[config.mk]
export PLATFORM = sky130hd
export DESIGN_NAME = bitonic_sort_ctrl_flat
export DESIGN_NICKNAME = d
export VERILOG_FILES = /design/src/rtl/bitonic_sort_ctrl_if.sv /design/src/rtl/bitonic_sort_ctrl.sv /design/src/flat_wrapper.sv
export SDC_FILE = /design/constraint.sdc
export NUM_CORES = 1
export LEC_CHECK = 0
export CAP_MARGIN = 10
export CORE_MARGIN = 5
export CORE_UTILIZATION = 53
export CTS_CLUSTER_SIZE = 12
export DETAILED_ROUTE_END_ITERATION = 10
export PLACE_DENSITY = 0.95
export SLEW_MARGIN = 10
export SYNTH_ARGS = -nofsm -noshare
export SYNTH_HDL_FRONTEND = slang
export SYNTH_SLANG_ARGS = --single-unit
[constraint.sdc]
create_clock -name clk -period 8.2 [get_ports clk]
set_input_delay 0.82 -clock clk [delete_from_list [all_inputs] [get_ports clk]]
set_output_delay 0.82 -clock clk [all_outputs]
set_load 0.01 [all_outputs]
[src/rtl/bitonic_sort_ctrl_if.sv]
// Handshake bundle for the iterative 4-element bitonic sorter.
// Latency: none (wires only).
// Backpressure: carries in_valid/in_ready and out_valid/out_ready pairs.
interface bitonic_sort_ctrl_if #(
   parameter int W = 8
);
   logic [4*W-1:0] data_in;
   logic           in_valid;
   logic           in_ready;
   logic [4*W-1:0] data_out;
   logic           out_valid;
   logic           out_ready;
   logic           busy;
   logic [2:0]     step;

   // Producer/consumer side: drives the inputs and observes the results.
   modport master (
      output data_in, in_valid, out_ready,
      input  in_ready, data_out, out_valid, busy, step
   );

   // Sorter side.
   modport slave (
      input  data_in, in_valid, out_ready,
      output in_ready, data_out, out_valid, busy, step
   );
endinterface

[src/rtl/bitonic_sort_ctrl.sv]
// Sorts four W-bit unsigned elements with one shared compare-exchange unit stepped through a 4-input bitonic network.
// Latency: accept at edge T, steps at T+1..T+6, out_valid high after T+6; one sort per 8 cycles at best.
// Backpressure: result and out_valid held while out_ready=0; in_ready low from accept until the result retires.
module bitonic_sort_ctrl #(
   parameter int W          = 8,
   parameter bit DESCENDING = 1'b0
) (
   input  logic               clk,
   input  logic               reset,
   bitonic_sort_ctrl_if.slave bus
);

   typedef enum logic [1:0] {
      S_IDLE = 2'd0,
      S_SORT = 2'd1,
      S_DONE = 2'd2
   } state_t;

   state_t         state_q;
   logic [2:0]     step_q;
   logic [W-1:0]   e_q [4];
   logic           in_ready_q;
   logic           out_valid_q;
   logic           busy_q;

   logic [1:0]     cx_i;
   logic [1:0]     cx_j;
   logic           cx_desc;
   logic [W-1:0]   cx_a;
   logic [W-1:0]   cx_b;
   logic           cx_swap;
   logic [W-1:0]   e_d [4];

   // Compare-exchange for the current step: pick the pair and direction, swap if out of order.
   always_comb begin
      cx_i    = 2'd0;
      cx_j    = 2'd1;
      cx_desc = 1'b0;
      case (step_q)
         3'd0: begin cx_i = 2'd0; cx_j = 2'd1; cx_desc = 1'b0; end
         3'd1: begin cx_i = 2'd2; cx_j = 2'd3; cx_desc = 1'b1; end
         3'd2: begin cx_i = 2'd0; cx_j = 2'd2; cx_desc = 1'b0; end
         3'd3: begin cx_i = 2'd1; cx_j = 2'd3; cx_desc = 1'b0; end
         3'd4: begin cx_i = 2'd0; cx_j = 2'd1; cx_desc = 1'b0; end
         3'd5: begin cx_i = 2'd2; cx_j = 2'd3; cx_desc = 1'b0; end
         default: begin cx_i = 2'd0; cx_j = 2'd1; cx_desc = 1'b0; end
      endcase
      cx_a = e_q[cx_i];
      cx_b = e_q[cx_j];
      // A descending build flips every direction; equal values never swap.
      if (cx_desc ^ DESCENDING) begin
         cx_swap = (cx_a < cx_b);
      end else begin
         cx_swap = (cx_a > cx_b);
      end
      e_d = e_q;
      if (cx_swap) begin
         e_d[cx_i] = cx_b;
         e_d[cx_j] = cx_a;
      end
   end

   // Control FSM with registered handshake/status outputs and the element array.
   always_ff @(posedge clk or negedge reset) begin
      if (!reset) begin
         state_q     <= S_IDLE;
         step_q      <= 3'd0;
         in_ready_q  <= 1'b1;
         out_valid_q <= 1'b0;
         busy_q      <= 1'b0;
         for (int i = 0; i < 4; i++) begin
            e_q[i] <= '0;
         end
      end else begin
         case (state_q)
            S_IDLE: begin
               if (bus.in_valid) begin
                  for (int i = 0; i < 4; i++) begin
                     e_q[i] <= bus.data_in[i*W +: W];
                  end
                  step_q     <= 3'd0;
                  state_q    <= S_SORT;
                  in_ready_q <= 1'b0;
                  busy_q     <= 1'b1;
               end
            end
            S_SORT: begin
               e_q <= e_d;
               if (step_q == 3'd5) begin
                  step_q      <= 3'd0;
                  state_q     <= S_DONE;
                  busy_q      <= 1'b0;
                  out_valid_q <= 1'b1;
               end else begin
                  step_q <= step_q + 3'd1;
               end
            end
            S_DONE: begin
               if (bus.out_ready) begin
                  state_q     <= S_IDLE;
                  out_valid_q <= 1'b0;
                  in_ready_q  <= 1'b1;
               end
            end
            default: begin
               state_q     <= S_IDLE;
               step_q      <= 3'd0;
               in_ready_q  <= 1'b1;
               out_valid_q <= 1'b0;
               busy_q      <= 1'b0;
            end
         endcase
      end
   end

   assign bus.in_ready  = in_ready_q;
   assign bus.out_valid = out_valid_q;
   assign bus.busy      = busy_q;
   assign bus.step      = step_q;
   assign bus.data_out  = {e_q[3], e_q[2], e_q[1], e_q[0]};

endmodule

[src/flat_wrapper.sv]
// flat-port wrapper written by rule: the top's interface ports become plain ports
module bitonic_sort_ctrl_flat 
#(
   parameter int W          = 8,
   parameter bit DESCENDING = 1'b0
)
  (clk, reset, bus_data_in, bus_in_valid, bus_out_ready, bus_in_ready, bus_data_out, bus_out_valid, bus_busy, bus_step);
  bitonic_sort_ctrl_if #(.W(W)) bus_i ();
  input  logic clk;
  input  logic reset;
  input wire logic [$bits(bus_i.data_in)-1:0] bus_data_in;
  input wire logic [$bits(bus_i.in_valid)-1:0] bus_in_valid;
  input wire logic [$bits(bus_i.out_ready)-1:0] bus_out_ready;
  output wire logic [$bits(bus_i.in_ready)-1:0] bus_in_ready;
  output wire logic [$bits(bus_i.data_out)-1:0] bus_data_out;
  output wire logic [$bits(bus_i.out_valid)-1:0] bus_out_valid;
  output wire logic [$bits(bus_i.busy)-1:0] bus_busy;
  output wire logic [$bits(bus_i.step)-1:0] bus_step;
  assign bus_i.data_in = bus_data_in;
  assign bus_i.in_valid = bus_in_valid;
  assign bus_i.out_ready = bus_out_ready;
  assign bus_in_ready = bus_i.in_ready;
  assign bus_data_out = bus_i.data_out;
  assign bus_out_valid = bus_i.out_valid;
  assign bus_busy = bus_i.busy;
  assign bus_step = bus_i.step;
  bitonic_sort_ctrl #(.W(W), .DESCENDING(DESCENDING)) u_core (.clk(clk), .reset(reset), .bus(bus_i));
endmodule
Word level (Yosys, flattened, before mapping)
Index checks and enable logic that the tools add are counted.
{"block": "word_totals", "reg_bits": 40, "inputBits": 36, "output_inout_bits": 38, "elab_cells": 78}
{"block": "op_classes", "addsub": 1, "n_lt_le_gt_ge": 6, "n_eq_ne": 10, "muxes": 35, "bitwise_logic": 5, "n_reduce_logical": 12}
{"op": "32-bit bitwise mux", "count": 2}
{"op": "32-bit two-way mux", "count": 2}
{"op": "32-bit one-hot mux with 2 select lines", "count": 1}
{"op": "8-bit two-way mux", "count": 6}
{"op": "8-bit binary-select mux with 2-bit select", "count": 2}
{"op": "8-bit demux with 2-bit select", "count": 2}
{"op": "3-bit AND reduction", "count": 5}
{"op": "1-bit one-hot mux with 3 select lines", "count": 3}
{"op": "3-bit one-hot mux with 3 select lines", "count": 1}
{"op": "8-bit greater-than comparator", "count": 1}
{"op": "8-bit less-than comparator", "count": 1}
{"op": "1-bit two-way mux", "count": 8}
{"op": "2-bit one-hot mux with 2 select lines", "count": 2}
{"op": "3-bit by 2-bit equality test with 1-bit output (second input constant)", "count": 2}
{"op": "3-bit >= comparator (second input constant)", "count": 2}
{"op": "3-bit by 1-bit less-than comparator with 1-bit output (second input constant)", "count": 2}
{"op": "2-bit two-way mux", "count": 3}
{"op": "3-bit two-way mux", "count": 2}
{"op": "2-bit NOT with 3-bit output", "count": 2}
{"op": "2-bit one-hot mux with 3 select lines", "count": 1}
{"op": "2-bit by 1-bit inequality test with 1-bit output (second input constant)", "count": 2}
{"op": "2-bit inequality test (second input constant)", "count": 2}
{"op": "3-bit by 1-bit adder with 3-bit output (second input constant)", "count": 1}
{"op": "3-bit by 1-bit equality test with 1-bit output (second input constant)", "count": 1}
{"op": "10 further kinds", "count": 13}

Longest topological paths before layout
Gate-level depths: netlist of run 1.
{"block": "logic_depth", "ltp_word": 12, "ltp_mapped": 17, "ltp_nobuf": 13}

Worst setup path after synthesis of run 1
OpenSTA, ideal clock, no wires.
{"block": "synth_timing", "path_kind": "register to register", "startpoint": "register u_core.step_q[1] (netlist: u_core.bus.step[1])", "endpoint": "register u_core.e_q (netlist bit u_core.bus.data_out[10])", "setup_time_ns": 0.125, "arrival_ns": 3.907, "t_required_ns": 8.075, "path_slack_ns": 4.168, "path_stages_with_launch": 15, "n_path_buf": 3, "period_less_slack_ns": 4.032, "path_cell_list": "dfrtp_1 > clkbuf_1 > clkbuf_1 > and2_1 > ha_1 > buf_2 > mux4_2 > ha_1 > nor2b_1 > o211ai_2 > a21oi_2 > nor3_2 > nor2_4 > a221oi_4 > mux2_2"}
{"block": "synth_via", "elab_chain_len": 12, "elab_cells_between_ends": 36, "cone_classes": "order compare (6); eq/ne (5); mux (18); bitwise (2); reduce/logical (5)"}
{"item": "from (decl)", "line_no": "bitonic_sort_ctrl.sv:20", "text": "logic [2:0] step_q;"}
{"item": "from (signal assigned)", "line_no": "bitonic_sort_ctrl.sv:95", "text": "step_q <= step_q + 3'd1;"}
{"item": "branches (longest 12 deep; another with 8-bit greater-than comparator)"}
{"item": "to (signal, indexed assignment)", "line_no": "bitonic_sort_ctrl.sv:79", "text": "e_q[i] <= bus.data_in[i*W +: W];"}
{"item": "to (decl)", "line_no": "bitonic_sort_ctrl.sv:21", "text": "logic [W-1:0] e_q [4];"}
Several ways; the timed one is not identified. The select of a mux whose other input is x is not followed.
A chain may end at the register's enable or synchronous reset.

Worst setup path in the final report of run 1
{"block": "layout_timing", "startpoint": "register u_core.step_q[0] (netlist: u_core.bus.step[0])", "endpoint": "register u_core.e_q (netlist bit u_core.bus.data_out[11])"}
The elaborated chain is that of the path after synthesis.

==> impl_metrics.py, run 1 <==
metrics = {
    "final_layout": {
        "fillers": 404,
        "drive_gt1_frac": 0.152,
        "syn_to_final_growth_pct": 30.1,
        "diodes": 0,
        "fin_nets": 401,
    },
    "placed_design": {
        "hpwl_um": 6460,
        "gp_congestion": 0.928,
        "portBuffers": 73,
    },
    "clock_network": {
        "ctsHoldBuffers": 0,
        "cts_resized": 0,
        "clock-sinks": 40,
        "path_clk_slew_ns": 0.08,
        "h-tree-depth": 2,
        "cts_root_buf": "clkbuf_8",
        "cts_tree": "yes",
        "ctsLongestPathBuffers": 2,
        "cts_made_buffers": 5,
        "cts_setup_buffers": 0,
        "clock_latency_ns": 0.29,
    },
    "global_route": {
        "met3_usage": 0.0693,
        "grt_usage": 0.263,
        "top_usage_layer": "met2",
        "grt_pass1_vias": 2840,
        "antenna_found_initial": 0,
        "use_met1": 0.341,
        "grt_pass1_wl_um": 14800,
        "global_route.usage.met2": 0.420,
        "grt-ovfl-total": 0,
        "grt_max_degree": 41,
    },
    "setup_path": {
        "rrSetupSlack_ns": 3.65,
        "endpoint_kind": "flip-flop",
        "arrival_ns": 4.73,
        "cp.required_ns": 8.38,
        "r2r_end": "u_core.bus.data_out[11]",
        "reg2regPathDepth": 11,
        "worstPathMaxFanout": 21,
        "start_kind": "flip-flop",
        "r2r_start": "u_core.bus.step[0]",
        "path_class": "reg2reg",
    },
    "synthesis": {
        "yosysSeqAreaShare": 0.356,
        "syn_nets": 340,
        "synthAdderAreaFrac": 0.0444,
        "ys_async_sr_fraction": 1.00,
        "ys_types": 44,
        "synth.top_cell.area_share": 0.346,
        "synth_top_family_by_area": "compound AO/OA/AOI/OAI gates",
        "synth.cell_area_um2": 2820,
        "synth_seq_cells": 40,
        "synth_common_cells": "nand2_1, dfrtp_1, nor2_1, o21ai_0, o221ai_1",
        "yosys.area_share.simple": 0.147,
        "avgSynthCellArea_um2": 9.58,
        "synth-compound-area-share": 0.254,
        "ys_warn_count": 0,
        "synthMuxAreaShare": 0.164,
        "synth_area_leaders": "dfrtp_1, mux2_2, o221ai_1",
        "synth_xor_area_frac": 0,
        "synth_most_common_cell": "nand2_1",
        "synth_edf_count": 0,
        "synth-main-ff-cell": "dfrtp_1",
        "synth_cells": 294,
        "yosysTopAreaCell": "dfrtp_1",
    },
    "routing": {
        "first_pass_iters": 5,
        "drt-total-wl_um": 9090,
        "routed_via_density": 6.57,
        "drt_iter0_drc": 240,
        "vias": 2799,
        "wl_per_cell_um": 21.3,
        "drc_errors": 0,
        "ant_nets": 0,
    },
    "floorplan": {
        "die_height_um": 82.9,
        "fp.dieArea_um2": 6870,
        "die_x_um": 82.9,
        "start_util": 0.548,
        "rows": 26,
        "io_pins": 74,
        "core_area_um2": 5140,
    },
    "job": {
        "max_cap_violations": 0,
    },
    "sta": {
        "min_period_ns": 4.55,
        "hold_violations": 0,
        "setup_tns_ns": 0,
        "period_share": 0.555,
        "fin_skew_ns": 0.00644,
        "drv_slew": 0,
        "rsz0062_at_grt": "no",
        "setup_viol": 0,
        "worst_slew_pin_slew_ns": 1.11,
        "slew_headroom": 0.258,
        "max_clock_freq_mhz": 220,
    },
    "worst_hold_path": {
        "hold_start": "u_core.bus.out_valid",
        "hp-class": "reg2reg",
        "hold_end": "u_core.bus.out_valid",
        "hold_depth": 2,
    },
    "run_status": {
        "status": "completed",
    },
}
-- registers in the layout, indices dropped and copies added, names as in the netlist --
| register | flops |
|---|---|
| u_core.bus.step | 3 |
| u_core.bus.busy | 1 |
| u_core.state_q | 2 |
| u_core.bus.in_ready | 1 |
| u_core.bus.out_valid | 1 |
| u_core.bus.data_out | 32 |
-- area by class of cell --
cell class | instances | area, um2 | share of cell area
multi-input cells | 231 | 1720 | 0.469
flip-flops and latches | 40 | 1000 | 0.273
repair buffers | 75 | 741 | 0.202
well taps | 70 | 87.6 | 0.0239
clock buffers | 6 | 72.6 | 0.0198
clock inverters | 2 | 35.0 | 0.00956
inverters | 2 | 7.51 | 0.00205
-- cell usage in the layout (no fill, tap or decap), types with 2 or more instances in the layout --
master / instances
o22ai_1: 5
o21ai_0: 23
mux4_2: 7
clkdlybuf4s50_1: 72
a22o_1: 2
nand2_1: 41
o221ai_1: 21
a31oi_1: 2
nand2b_1: 9
nor2_1: 23
inv_1: 2
a22oi_1: 2
clkbuf_8: 5
mux2i_1: 8
a21oi_1: 7
nor2b_1: 4
buf_4: 2
a21boi_0: 5
o221a_2: 6
o21ai_1: 2
nand3_1: 2
or2_2: 3
dfrtp_1: 39
nand4_1: 2
ha_1: 10
o211ai_1: 10
mux2_2: 20
-- logic make-up (layout without fill, tap and decap cells) --
kind of cell,count (synthesis),in the layout
buffers and inverters,23,85
adder cells (fa/ha/maj),10,10
multiplexers,35,35
AND/OR/NAND/NOR,91,91
flip-flops,40,40
AO/OA/AOI/OAI,95,95
-- worst max-delay path, stage by stage, from the launching register on --
cell,delay (ns)
dfrtp_1,0.86
and2_1,0.25
ha_1,0.55
mux4_2,0.61
ha_1,0.33
nor2b_1,0.14
o211ai_2,0.14
a21oi_2,0.09
nor3_2,0.29
nor2_4,0.13
a221oi_4,0.61
mux2_2,0.41
-- worst max-delay path by stage --
stage | slack, ns | depth (start not counted) | endpoint | startpoint
2_1_floorplan | 4.17 | 14 | u_core.bus.data_out[10] | u_core.bus.step[1]
3_3_place_gp | 3.80 | 11 | u_core.bus.data_out[8] | u_core.bus.step[0]
3_5_place_dp | 3.72 | 11 | u_core.bus.data_out[11] | u_core.bus.step[0]
4_1_cts | 3.69 | 11 | u_core.bus.data_out[11] | u_core.bus.step[0]
5_1_grt | 3.41 | 10 | u_core.bus.data_out[11] | u_core.bus.step[0]
6_report | 3.65 | 11 | u_core.bus.data_out[11] | u_core.bus.step[0]
-- routing by layer --
layer / routed length (um) / share of wire
met2: 4380 / 0.48
met1: 3640 / 0.40
met4: 311 / 0.034
met5: 0 / 0
met3: 756 / 0.083
-- stage by stage --
stage,worst slack [ns],cell area [um2],utilization,hold slack (ns),cells
after floorplan,4.17,2820,-,0.524,294
after global placement,3.80,3560,0.692,0.493,418
after detailed placement,3.72,3560,0.692,0.516,418
after CTS,3.69,3670,0.713,0.536,426
after global routing,3.41,3670,0.713,0.577,426
final,3.65,3670,0.713,0.531,426
Power of run 1 is left out: the tool's default activity adds up to more than one toggle a clock period on the data nets, which glitch-free logic cannot reach.
==> inputs of run 2 (changes only) <==
Settings changed: CORE_UTILIZATION 53 to 45, PLACE_DENSITY 0.95 to 0.88.
Clock period 8.2 ns to 3.7 ns, I/O delays scaled along.
==> impl_metrics.py, run 2 (synthesis gave the netlist of run 1 again) <==
metrics = {
    "clock_network": {
        "cts_made_buffers": 5,
        "clock_latency_ns": 0.31,
        "ctsLongestPathBuffers": 2,
        "cts_root_buf": "clkbuf_8",
        "cts_tree": "yes",
        "ctsHoldBuffers": 0,
        "clock-sinks": 40,
        "h-tree-depth": 2,
        "path_clk_slew_ns": 0.08,
    },
    "routing": {
        "first_pass_iters": 5,
        "wl_per_cell_um": 21.6,
        "ant_nets": 0,
        "drt-total-wl_um": 9590,
        "route.met2.wl_um": 4410,
        "top_layer_used": "met4",
        "routed_via_density": 6.49,
        "drt_iter0_drc": 304,
        "wl_met3_um": 983,
        "drc_errors": 0,
        "vias": 2873,
        "wl_met1_um": 3860,
    },
    "placed_design": {
        "gp_congestion": 0.934,
        "portBuffers": 73,
        "pre_cts_slack_ns": 0.135,
        "dp_cells": 433,
        "hpwl_um": 6940,
    },
    "setup_path": {
        "endpoint_kind": "flip-flop",
        "reg2regPathDepth": 12,
        "r2r_end": "u_core.bus.data_out[15]",
        "cp.required_ns": 3.89,
        "arrival_ns": 3.72,
        "r2r_start": "u_core.bus.step[1]",
        "rrSetupSlack_ns": 0.18,
        "path_class": "reg2reg",
        "start_kind": "flip-flop",
        "worstPathMaxFanout": 9,
    },
    "global_route": {
        "grt-ovfl-total": 0,
        "grt_pass1_wl_um": 14800,
        "antenna_found_initial": 0,
        "grt_max_degree": 41,
        "grt_usage": 0.246,
        "grt_pass1_vias": 2834,
    },
    "sta": {
        "max_clock_freq_mhz": 284,
        "rsz0062_at_grt": "yes",
        "period_share": 0.952,
        "slew_headroom": 0.368,
        "min_period_ns": 3.52,
        "hold_slack_ns": 0.191,
        "finalWorstSetupSlack_ns": 0.177,
        "worst_slew_pin_slew_ns": 0.946,
        "setup_viol": 0,
        "drv_slew": 0,
        "fin_skew_ns": 0.00934,
        "hold_violations": 0,
    },
    "final_layout": {
        "layout_commonest_cell": "clkdlybuf4s50_1",
        "fin_nets": 413,
        "final_cell_mix": "clkdlybuf4s50_1, nand2_1, dfrtp_1",
        "drive_gt1_frac": 0.185,
        "syn_to_final_growth_pct": 34.1,
        "diodes": 0,
        "utilization": 0.631,
        "largest_register_ffs": 32,
        "fin_cells": 443,
    },
    "worst_hold_path": {
        "hp-class": "in2async",
    },
    "floorplan": {
        "die_x_um": 89.1,
        "core_area_um2": 5990,
        "die_height_um": 89.1,
        "rows": 28,
        "start_util": 0.470,
        "fp.dieArea_um2": 7940,
        "io_pins": 74,
    },
    "job": {
        "max_cap_violations": 0,
    },
    "run_status": {
        "status": "completed",
    },
}
## run 2: cell types whose count changed in the layout (fill, tap and decap cells not counted), sizes merged
cell / previous run / this run
clkbuf: 6 / 7
clkinvlp: 0 / 1
bufinv: 1 / 0
clkinv: 1 / 0
buf: 3 / 15
## run 2: worst max-delay path, cell delays in order (launching register included)
cell	delay, ns
dfrtp_2	0.37
and2_1	0.15
ha_1	0.17
buf_4	0.22
mux4_2	0.58
ha_1	0.34
a21oi_1	0.07
o21ai_0	0.36
o21ba_2	0.23
nor2_4	0.07
a221oi_4	0.33
buf_12	0.17
mux2_2	0.34
## run 2: layer usage
| metal | track usage | up-vias |
|---|---|---|
| met5 | 0 | - |
| met2 | 0.392 | 183 |
| met4 | 0.110 | 0 |
| met1 | 0.316 | 1393 |
| li1 | - | 1261 |
| met3 | 0.0627 | 36 |
## run 2: how the worst max path moves through the flow
stage                       start                      end
2_1_floorplan  u_core.bus.step[1]  u_core.bus.data_out[10]
3_3_place_gp   u_core.bus.step[0]  u_core.bus.data_out[14]
3_5_place_dp   u_core.bus.step[1]  u_core.bus.data_out[15]
4_1_cts        u_core.bus.step[1]  u_core.bus.data_out[15]
5_1_grt        u_core.bus.step[0]  u_core.bus.data_out[15]
6_report       u_core.bus.step[1]  u_core.bus.data_out[15]
## run 2: cell type report
| cell class | instances | area (um2) |
|---|---|---|
| clock buffer | 7 | 86.3 |
| clock inverter | 1 | 7.51 |
| fill | 499 | 2210 |
| inverter | 2 | 7.51 |
| multi-input combinational | 231 | 1720 |
| sequential | 40 | 1000 |
| tap | 75 | 93.8 |
| timing repair buffer | 87 | 856 |
## run 2: stage by stage
step,setup TNS [ns],instance area (um2)
2_1_floorplan,0,2830
3_3_place_gp,0,3640
3_5_place_dp,0,3640
4_1_cts,0,3730
5_1_grt,-0.244,3780
6_report,0,3780
## run 2: repair_timing
| action | in CTS | in global routing |
|---|---|---|
| setup endpoints to repair | 0 | 23 |
| gates resized for setup | 0 | 1 |
| buffers inserted | 0 | 2 |
Power of run 2 is left out for the same reason.
==> inputs of run 3 (changes only) <==
Settings changed: SETUP_SLACK_MARGIN set to 0.5.
==> impl_metrics.py, run 3 (synthesis gave the netlist of run 1 again) <==
metrics = {
    "run_status": {
        "status": "completed",
    },
    "sta": {
        "drv_slew": 0,
        "rsz0062_at_grt": "yes",
        "min_period_ns": 3.33,
        "setup_tns_ns": 0,
        "fin_skew_ns": 0.00517,
        "period_share": 0.900,
        "setup_viol": 0,
        "hold_slack_ns": 0.178,
        "slew_headroom": 0.355,
        "max_clock_freq_mhz": 300,
        "hold_violations": 0,
        "worst_slew_pin_slew_ns": 0.966,
    },
    "setup_path": {
        "worstPathMaxFanout": 5,
        "rrSetupSlack_ns": 0.37,
        "path_class": "reg2reg",
        "worst_path_dominant_cell_family": "compound AO/OA/AOI/OAI gates",
        "cp_slowest_cell": "mux4_2",
        "cp.required_ns": 3.89,
        "endpoint_kind": "flip-flop",
        "cpPeakStageDelay_ns": 0.53,
        "start_kind": "flip-flop",
        "arrival_ns": 3.52,
        "cp.buffers_inverters": 3,
        "crit_chain": "inv_2 > ha_4 > buf_6 > mux4_2 > ha_4 > nor2b_4 > o211ai_2 > a21oi_4 > o21ba_4 > nor2_4 > a221oi_4 > buf_6 > mux2_4",
    },
    "global_route": {
        "met3_usage": 0.0719,
        "grt_pass1_vias": 3078,
        "grt_max_degree": 41,
        "antenna_found_initial": 0,
        "top_usage_layer": "met2",
        "grt_usage": 0.255,
        "global_route.usage.met2": 0.395,
        "grt_pass1_wl_um": 15600,
        "grt-ovfl-total": 0,
        "use_met1": 0.335,
    },
    "final_layout": {
        "diodes": 0,
        "syn_to_final_growth_pct": 48.8,
        "layout_commonest_cell": "clkdlybuf4s50_1",
        "fin_nets": 437,
        "final_cell_mix": "clkdlybuf4s50_1, nand2_1, dfrtp_1",
        "largest_register_ffs": 32,
        "fillers": 421,
        "drive_gt1_frac": 0.288,
    },
    "placed_design": {
        "portBuffers": 73,
        "hpwl_um": 6750,
        "gp_congestion": 0.897,
    },
    "floorplan": {
        "die_height_um": 89.1,
        "io_pins": 74,
        "rows": 28,
        "core_area_um2": 5990,
        "start_util": 0.470,
        "die_x_um": 89.1,
        "fp.dieArea_um2": 7940,
    },
    "clock_network": {
        "ctsLongestPathBuffers": 2,
        "clock-sinks": 40,
        "path_clk_slew_ns": 0.08,
        "clock_latency_ns": 0.30,
        "cts_made_buffers": 5,
        "cts_tree": "yes",
        "cts_root_buf": "clkbuf_8",
        "h-tree-depth": 2,
    },
    "routing": {
        "ant_nets": 0,
        "vias": 3065,
        "drc_errors": 0,
        "drt_iter0_drc": 351,
        "wl_per_cell_um": 21.4,
        "routed_via_density": 6.56,
        "drt-total-wl_um": 10000,
        "first_pass_iters": 5,
    },
    "worst_hold_path": {
        "hp-class": "in2async",
    },
    "job": {
        "max_cap_violations": 0,
    },
}
## run 3: changes by cell type in the layout (fill, tap and decap cells not counted), moves of 3 or more
cell	previous run	this run
buf_6	0	8
mux2_4	0	17
a21oi_1	6	2
mux2_2	20	3
ha_1	10	3
o21ai_1	2	5
ha_4	0	7
a21oi_2	2	5
o21ai_0	23	18
buf_4	12	30
## run 3: area by class of cell
| cell class | count | area, um2 | share of cell area |
|---|---|---|---|
| repair buffers | 111 | 1040 | 0.248 |
| clock buffers | 8 | 90.1 | 0.0215 |
| multi-input cells | 231 | 1950 | 0.466 |
| flip-flops and latches | 40 | 1000 | 0.240 |
| well taps | 75 | 93.8 | 0.0224 |
| inverters | 2 | 7.51 | 0.00179 |
## run 3: repair_timing
item	in CTS	in global routing
hold buffers	0	0
pin swaps	6	10
endpoints found under the setup margin	31	31
resized for setup	13	21
buffers inserted	13	5
## run 3: worst paths after layout
| path | start | cells after the start | end |
|---|---|---|---|
| max | u_core.bus.step[2] | 13 | u_core.bus.data_out[12] |
| max in group asynchronous | reset | 1 | u_core.bus.step[2] |
| min in group clk | u_core.bus.out_valid | 2 | u_core.bus.out_valid |
| min reg2reg | u_core.bus.out_valid | 2 | u_core.bus.out_valid |
| min | reset | 1 | u_core.bus.data_out[14] |
| max reg2reg | u_core.bus.step[2] | 13 | u_core.bus.data_out[12] |
## run 3: layer usage
metal / share of wire / vias up
met3: 0.12 / 49
li1: - / 1314
met5: 0 / -
met1: 0.38 / 1476
met4: 0.032 / 0
met2: 0.47 / 226
## run 3: through the flow
stage	cell area, um2	utilization	setup WS (ns)	instances
CTS	4050	0.676	0.446	462
global placement	3810	0.637	0.300	441
finish	4190	0.700	0.368	467
detailed placement	3810	0.637	0.224	441
global route	4190	0.700	0.280	467
floorplan	2980	-	0.125	294
Power of run 3 is left out for the same reason.
